[config.mk]
export PLATFORM = sky130hd
export DESIGN_NAME = outbuff_drain_ctrl
export DESIGN_NICKNAME = d
export VERILOG_FILES = /design/src/rtl/outbuff_drain_ctrl.sv
export SDC_FILE = /design/constraint.sdc
export NUM_CORES = 2
export LEC_CHECK = 0
export BUFFER_PORTS_ARGS = -buffer_cell sky130_fd_sc_hd__buf_2
export CAP_MARGIN = 20
export CORE_AREA = 10 10 482 484
export CTS_BUF_LIST = sky130_fd_sc_hd__clkbuf_4
export CTS_CLUSTER_SIZE = 20
export DETAILED_ROUTE_END_ITERATION = 16
export DIE_AREA = 0 0 492 494
export SLEW_MARGIN = 10
export SYNTH_ARGS = -nofsm -noshare
export SYNTH_HDL_FRONTEND = slang
export SYNTH_SLANG_ARGS = --single-unit
[constraint.sdc]
create_clock -name clk -period 27.7 [get_ports clk]
set_input_delay 1.385 -clock clk [delete_from_list [all_inputs] [get_ports clk]]
set_output_delay 1.385 -clock clk [all_outputs]
set_load 0.01 [all_outputs]
[src/rtl/outbuff_drain_ctrl.sv]
// Drain controller for the even/odd output buffer banks: sweeps an address range, reads both
// banks interleaved and streams row vectors over valid/ready. Optional macro: OUTDRAIN_RELU_EN.
module outbuff_drain_ctrl #(
  parameter int num_pe_row         = 16,
  parameter int data_width_to_buff = 16,
  parameter int nb_data            = 8192,
  parameter int addr_width         = $clog2(nb_data)
) (
  input  logic                                             clk,
  input  logic                                             rst,
  input  logic                                             start,
  input  logic [addr_width-1:0]                            base_addr,
  input  logic [addr_width:0]                              num_words,
  output logic                                             busy,
  output logic                                             done,
  output logic [num_pe_row-1:0]                            rEn_even_AH,
  output logic [num_pe_row-1:0]                            rEn_odd_AH,
  output logic [num_pe_row-1:0][addr_width-1:0]            rAddr_even,
  output logic [num_pe_row-1:0][addr_width-1:0]            rAddr_odd,
  input  logic [num_pe_row-1:0][data_width_to_buff-1:0]    buff_data_out_even,
  input  logic [num_pe_row-1:0][data_width_to_buff-1:0]    buff_data_out_odd,
  output logic [num_pe_row-1:0][data_width_to_buff-1:0]    out_data,
  output logic                                             out_is_odd,
  output logic                                             out_last,
  output logic                                             out_valid,
  input  logic                                             out_ready
);

  typedef enum logic [1:0] {S_IDLE, S_READ, S_FLUSH, S_DONE} state_t;
  typedef logic [num_pe_row-1:0][data_width_to_buff-1:0] row_t;
  typedef struct packed {
    logic odd;
    logic last;
    row_t data;
  } beat_t;

  state_t                state_q, state_d;
  logic [addr_width-1:0] addr_q, addr_d, raddr_e_q, raddr_e_d, raddr_o_q, raddr_o_d;
  logic [addr_width:0]   cnt_q, cnt_d;
  logic                  bank_q, bank_d;
  logic                  fl_vld_q, fl_vld_d, fl_odd_q, fl_odd_d, fl_last_q, fl_last_d;
  beat_t                 fifo_q [2];
  beat_t                 fifo_d [2];
  logic                  wr_ptr_q, wr_ptr_d, rd_ptr_q, rd_ptr_d;
  logic [1:0]            fcnt_q, fcnt_d;
  logic                  pop, issue, last_rd;
  logic [2:0]            occ;
  beat_t                 head;

  assign pop     = (fcnt_q != 2'd0) && out_ready;
  // Count the beat leaving this cycle so a steady ready stream keeps one read per cycle.
  assign occ     = {1'b0, fcnt_q} + {2'b00, fl_vld_q} - {2'b00, pop};
  assign issue   = (state_q == S_READ) && (occ < 3'd2);
  assign last_rd = bank_q && (cnt_q == (addr_width+1)'(1));
  assign head    = fifo_q[rd_ptr_q];

  always_ff @(posedge clk or posedge rst) begin
    if (rst) begin
      state_q   <= S_IDLE;
      addr_q    <= '0;
      raddr_e_q <= '0;
      raddr_o_q <= '0;
      cnt_q     <= '0;
      bank_q    <= 1'b0;
      fl_vld_q  <= 1'b0;
      fl_odd_q  <= 1'b0;
      fl_last_q <= 1'b0;
      fifo_q[0] <= '0;
      fifo_q[1] <= '0;
      wr_ptr_q  <= 1'b0;
      rd_ptr_q  <= 1'b0;
      fcnt_q    <= '0;
    end else begin
      state_q   <= state_d;
      addr_q    <= addr_d;
      raddr_e_q <= raddr_e_d;
      raddr_o_q <= raddr_o_d;
      cnt_q     <= cnt_d;
      bank_q    <= bank_d;
      fl_vld_q  <= fl_vld_d;
      fl_odd_q  <= fl_odd_d;
      fl_last_q <= fl_last_d;
      fifo_q[0] <= fifo_d[0];
      fifo_q[1] <= fifo_d[1];
      wr_ptr_q  <= wr_ptr_d;
      rd_ptr_q  <= rd_ptr_d;
      fcnt_q    <= fcnt_d;
    end
  end

  always_comb begin
    state_d = state_q;
    case (state_q)
      S_IDLE:  if (start) state_d = (num_words == '0) ? S_DONE : S_READ;
      S_READ:  if (issue && last_rd) state_d = S_FLUSH;
      S_FLUSH: if (!fl_vld_q && (fcnt_q == 2'd0 || (fcnt_q == 2'd1 && pop))) state_d = S_DONE;
      default: state_d = S_IDLE;
    endcase
  end

  always_comb begin
    addr_d    = addr_q;
    cnt_d     = cnt_q;
    bank_d    = bank_q;
    raddr_e_d = raddr_e_q;
    raddr_o_d = raddr_o_q;
    fl_vld_d  = issue;
    fl_odd_d  = fl_odd_q;
    fl_last_d = fl_last_q;
    fifo_d[0] = fifo_q[0];
    fifo_d[1] = fifo_q[1];
    wr_ptr_d  = wr_ptr_q;
    rd_ptr_d  = rd_ptr_q;
    fcnt_d    = fcnt_q + {1'b0, fl_vld_q} - {1'b0, pop};
    if (state_q == S_IDLE && start && num_words != '0) begin
      addr_d = base_addr;
      cnt_d  = num_words;
      bank_d = 1'b0;
    end
    if (issue) begin
      fl_odd_d  = bank_q;
      fl_last_d = last_rd;
      bank_d    = ~bank_q;
      if (bank_q) begin
        raddr_o_d = addr_q;
        addr_d    = addr_q + addr_width'(1);
        cnt_d     = cnt_q - (addr_width+1)'(1);
      end else begin
        raddr_e_d = addr_q;
      end
    end
    // SRAM data arrives one cycle after its enable; capture it with the bank tag.
    if (fl_vld_q) begin
      fifo_d[wr_ptr_q].odd  = fl_odd_q;
      fifo_d[wr_ptr_q].last = fl_last_q;
      fifo_d[wr_ptr_q].data = fl_odd_q ? buff_data_out_odd : buff_data_out_even;
      wr_ptr_d              = ~wr_ptr_q;
    end
    if (pop) rd_ptr_d = ~rd_ptr_q;
  end

  always_comb begin
    busy        = (state_q == S_READ) || (state_q == S_FLUSH);
    done        = (state_q == S_DONE);
    rEn_even_AH = {num_pe_row{issue && !bank_q}};
    rEn_odd_AH  = {num_pe_row{issue && bank_q}};
    out_valid   = (fcnt_q != 2'd0);
    out_is_odd  = out_valid && head.odd;
    out_last    = out_valid && head.last;
    for (int r = 0; r < num_pe_row; r++) begin
      rAddr_even[r] = (issue && !bank_q) ? addr_q : raddr_e_q;
      rAddr_odd[r]  = (issue && bank_q) ? addr_q : raddr_o_q;
      out_data[r]   = '0;
      if (out_valid) begin
        out_data[r] = head.data[r];
`ifdef OUTDRAIN_RELU_EN
        if (head.data[r][data_width_to_buff-1]) out_data[r] = '0;
`endif
      end
    end
  end

endmodule

==> summary.md <==
| Metric | Value |
|---|---|
| Comb power frac | `between 50% and 60%` |
| WP data arrival | `5.92 ns` |
| Crit-path cells | `nor2_4, nor2b_1, ha_1, inv_1, ha_1, fa_1, nand3b_1, or2b_2, buf_4, clkinv_1, buf_4, nand2_1, nand2_1, buf_2` |
| Mapped Area | `0.0307 mm²` |
| Final setup viols | `0` |
| CTS sink cnt | `579` |
| First-pass GRT wire length | `197 mm` |
| Slowest CP cell | `clkinv_1` |
| Post-CTS sizing | `0` |
| Syn avg cell area | `9.39 µm²` |
| Final cell count without fillers | `around 7000` |
| Switching power | `2.77 mW` |
| Initial antenna violation count | `24` |
| Status | `complete, no violations` |
| Main synth FF type | `dfrtp_1` |
| Sequential share of power | `26.8%` |
| Fin area | `0.0393 mm²` |
| Critical Path RT | `26.31 ns` |
| Clock Path Buffers | `3` |
| CORE AREA | `around 0.22 mm²` |
| CP Class | `register to primary output` |
| Final Hold Slack | `0.420 ns` |
| Most frequent cells in the layout | `buf_2, dfrtp_1, nor2_1` |
| Crit path largest cell delay | `between 0.6 and 0.7 ns` |
| Final Hold Violating Endpoints | `0` |
| Internal power | `approximately 2.8 mW` |
| DRC errors left | `0` |
| Die Ht | `494 µm` |
| Area delta synth->final | `28.0%` |
| CTS root buf | `clkbuf_4` |
| Final min period | `around 7.3 ns` |
| Ports | `about 1300` |
| Overflow after GRT | `0` |
| Area of the die | `0.243 mm²` |
| # hold bufs at CTS | `0` |
| FF/Latch Area | `~0.014 mm²` |
| Clock transition at path regs | `approximately 0.060 ns` |
| Dpl hpwl | `about 110 mm` |
| FF-to-FF setup slack | `about 23 ns` |
| Final core utilization | `17.7%` |
| Yosys cell types | `52` |
| Post-route ant nets | `0` |
| Pin slew with the least headroom to its limit | `1.31 ns` |
| Vias/cell | `3.64` |
| PD cells | `around 140 mW/mm²` |
| Worst path bufs/invs | `5` |
| Post-Syn Nets | `3824` |
| Iteration-0 DRC Markers | `1403` |
| Cts bufs inserted | `166` |
| Critical Path Sink Type | `primary output` |
| Ranking of synthesized cells by area | `dfrtp_1, mux2i_1, buf_4` |
| Footprint of the multi-input gates | `between 0.01 and 0.015 mm²` |
| Syn. warnings | `0` |
| Gate Count Post-Synth | `3270` |
| DP Worst Slack | `slightly above 20 ns` |
| Via Count | `26200` |
| Leading area contributor after synthesis | `dfrtp_1` |
| Achievable Freq | `approximately 0.14 GHz` |
| Port Buffer Count | `1251` |
| Async set-or-reset flop fraction in the synthesized netlist | `100%` |
| GRT Util Overall | `11.1%` |
| Clock share of power | `15.2%` |
| Vias in the first global route | `27400` |
| Post-synthesis sequential area ratio | `a little under half` |
| Sw Share | `approximately 50%` |
| Final #Nets | `4644` |
| FP Rows | `around 170` |
| RSZ-0062 raised after global routing | `no` |
| Die X | `492 µm` |
| DR pass1 iterations | `6` |
| Starting Density | `13.8%` |
| Setup TNS | `0 ns` |
| TritonCTS clock tree | `done` |
| Share of layout cells above drive strength 1 | `37.9%` |
| EDFF count, synth | `0` |
| Yosys reg bits | `579` |
| Routability Congestion | `0.968` |
| Commonest non-fill, non-tap cell in the layout | `buf_2` |
| Fin. max-slew vios | `0` |
| Critical Path Fanout Max | `42` |
| Peak supply drop | `0.0000954 V` |
| Post-route setup slack | `20.40 ns` |
| Fill count | `24900` |
| Startpoint types | `register` |
| Share of the synthesized area in the top cell type | `a little under half` |
| Area after DPL | `around 0.037 mm²` |
| Clock latency on the worst-skew pair | `between 1 and 1.5 ns` |
| Routed wire length | `143 mm` |
| # H-tree levels | `4` |
| Post-CTS Setup Repair Bufs | `0` |
| Final Total Pwr | `around 5.5 mW` |
| Leak pwr | `between 15 and 20 nW` |
| Final Cycle Share | `a little over a quarter` |
| DR WL/cell | `19.8 µm` |
| Worst path top cell family by delay | `buffers and inverters` |
| Slew headroom | `12.4%` |
| Dpl cells | `6895` |
| Clk_skew | `roughly 0.13 ns` |
| Type of the tightest min-delay check | `primary input to async pin` |
| Largest net degree at the start of global routing | `185` |
| Maxcap violations | `0` |
[metal layers]
metal  track usage (%)  vias to the layer above  wire [µm]
met2              18.4                     1128      66600
met3              4.99                      225      14100
met1              12.8                    12600      57500
met5                 0                        -         68
met4              3.52                        8       4450
li1                  -                    12300          -
[final cells by class]
cell class                      count  area share [%]
Clock buffer                      246            4.70
Multi-Input combinational cell   2040            31.0
Clock inverter                     45           0.872
Antenna cell                       13          0.0828
Timing Repair Buffer             1287            16.8
Sequential cell                   579            36.9
Inverter                           16           0.172
Tap cell                         2975            9.47
[cells by family after synthesis]
logic type | count (synthesis) | synth area share (%)
compound gates | 573 | 9.84
xor+xnor | 4 | 0.114
fa+ha+maj | 11 | 0.473
buf+inv | 651 | 13.2
flops | 579 | 47.2
mux | 534 | 17.5
simple gates | 918 | 11.7
[flip-flops by register name (all words and copies together), names as in the netlist]
name,count
fifo_q,516
cnt_q,14
addr_q,13
raddr_e_q,13
raddr_o_q,13
fcnt_q,2
state_q,2
bank_q,1
fl_last_q,1
fl_odd_q,1
fl_vld_q,1
rd_ptr_q,1
wr_ptr_q,1
[power groups by stage]
stage,Sequential [mW],Clock (mW),Combinational (mW)
2_1_floorplan,1.42,0,2.20
3_3_place_gp,1.48,0,3.30
3_5_place_dp,1.50,0,3.33
4_1_cts,1.49,0.897,3.34
5_1_grt,1.54,0.935,3.57
6_report,1.48,0.844,3.22
[final timing paths]
kind,startpoint,depth (start not counted),end
setup / recovery,fcnt_q[1]$_DFF_PP0_,14,rAddr_odd[171]
hold / removal,rst,2,fifo_q[377]$_DFFE_PP0P_
setup reg to reg,fcnt_q[1]$_DFF_PP0_,13,raddr_o_q[2]$_DFFE_PP0P_
hold reg to reg,fifo_q[405]$_DFFE_PP0P_,2,fifo_q[405]$_DFFE_PP0P_
max in group asynchronous,rst,6,fl_odd_q$_DFFE_PP0N_
min in group clk,fifo_q[405]$_DFFE_PP0P_,2,fifo_q[405]$_DFFE_PP0P_
[cell usage after synthesis, types with 4 or more instances]
| cell type | number |
|---|---|
| dfrtp_1 | 579 |
| nor2_1 | 553 |
| mux2i_1 | 516 |
| buf_4 | 421 |
| nand2_1 | 312 |
| a21oi_1 | 272 |
| o21ai_0 | 266 |
| clkbuf_1 | 169 |
| buf_1 | 40 |
| mux2_2 | 18 |
| inv_1 | 15 |
| nand3_1 | 13 |
| ha_1 | 10 |
| a311oi_1 | 8 |
| nor3_1 | 6 |
| o22ai_1 | 6 |
| nand4_1 | 5 |
| and3_1 | 4 |
| or3_1 | 4 |
(Power assumes the default switching activity.)
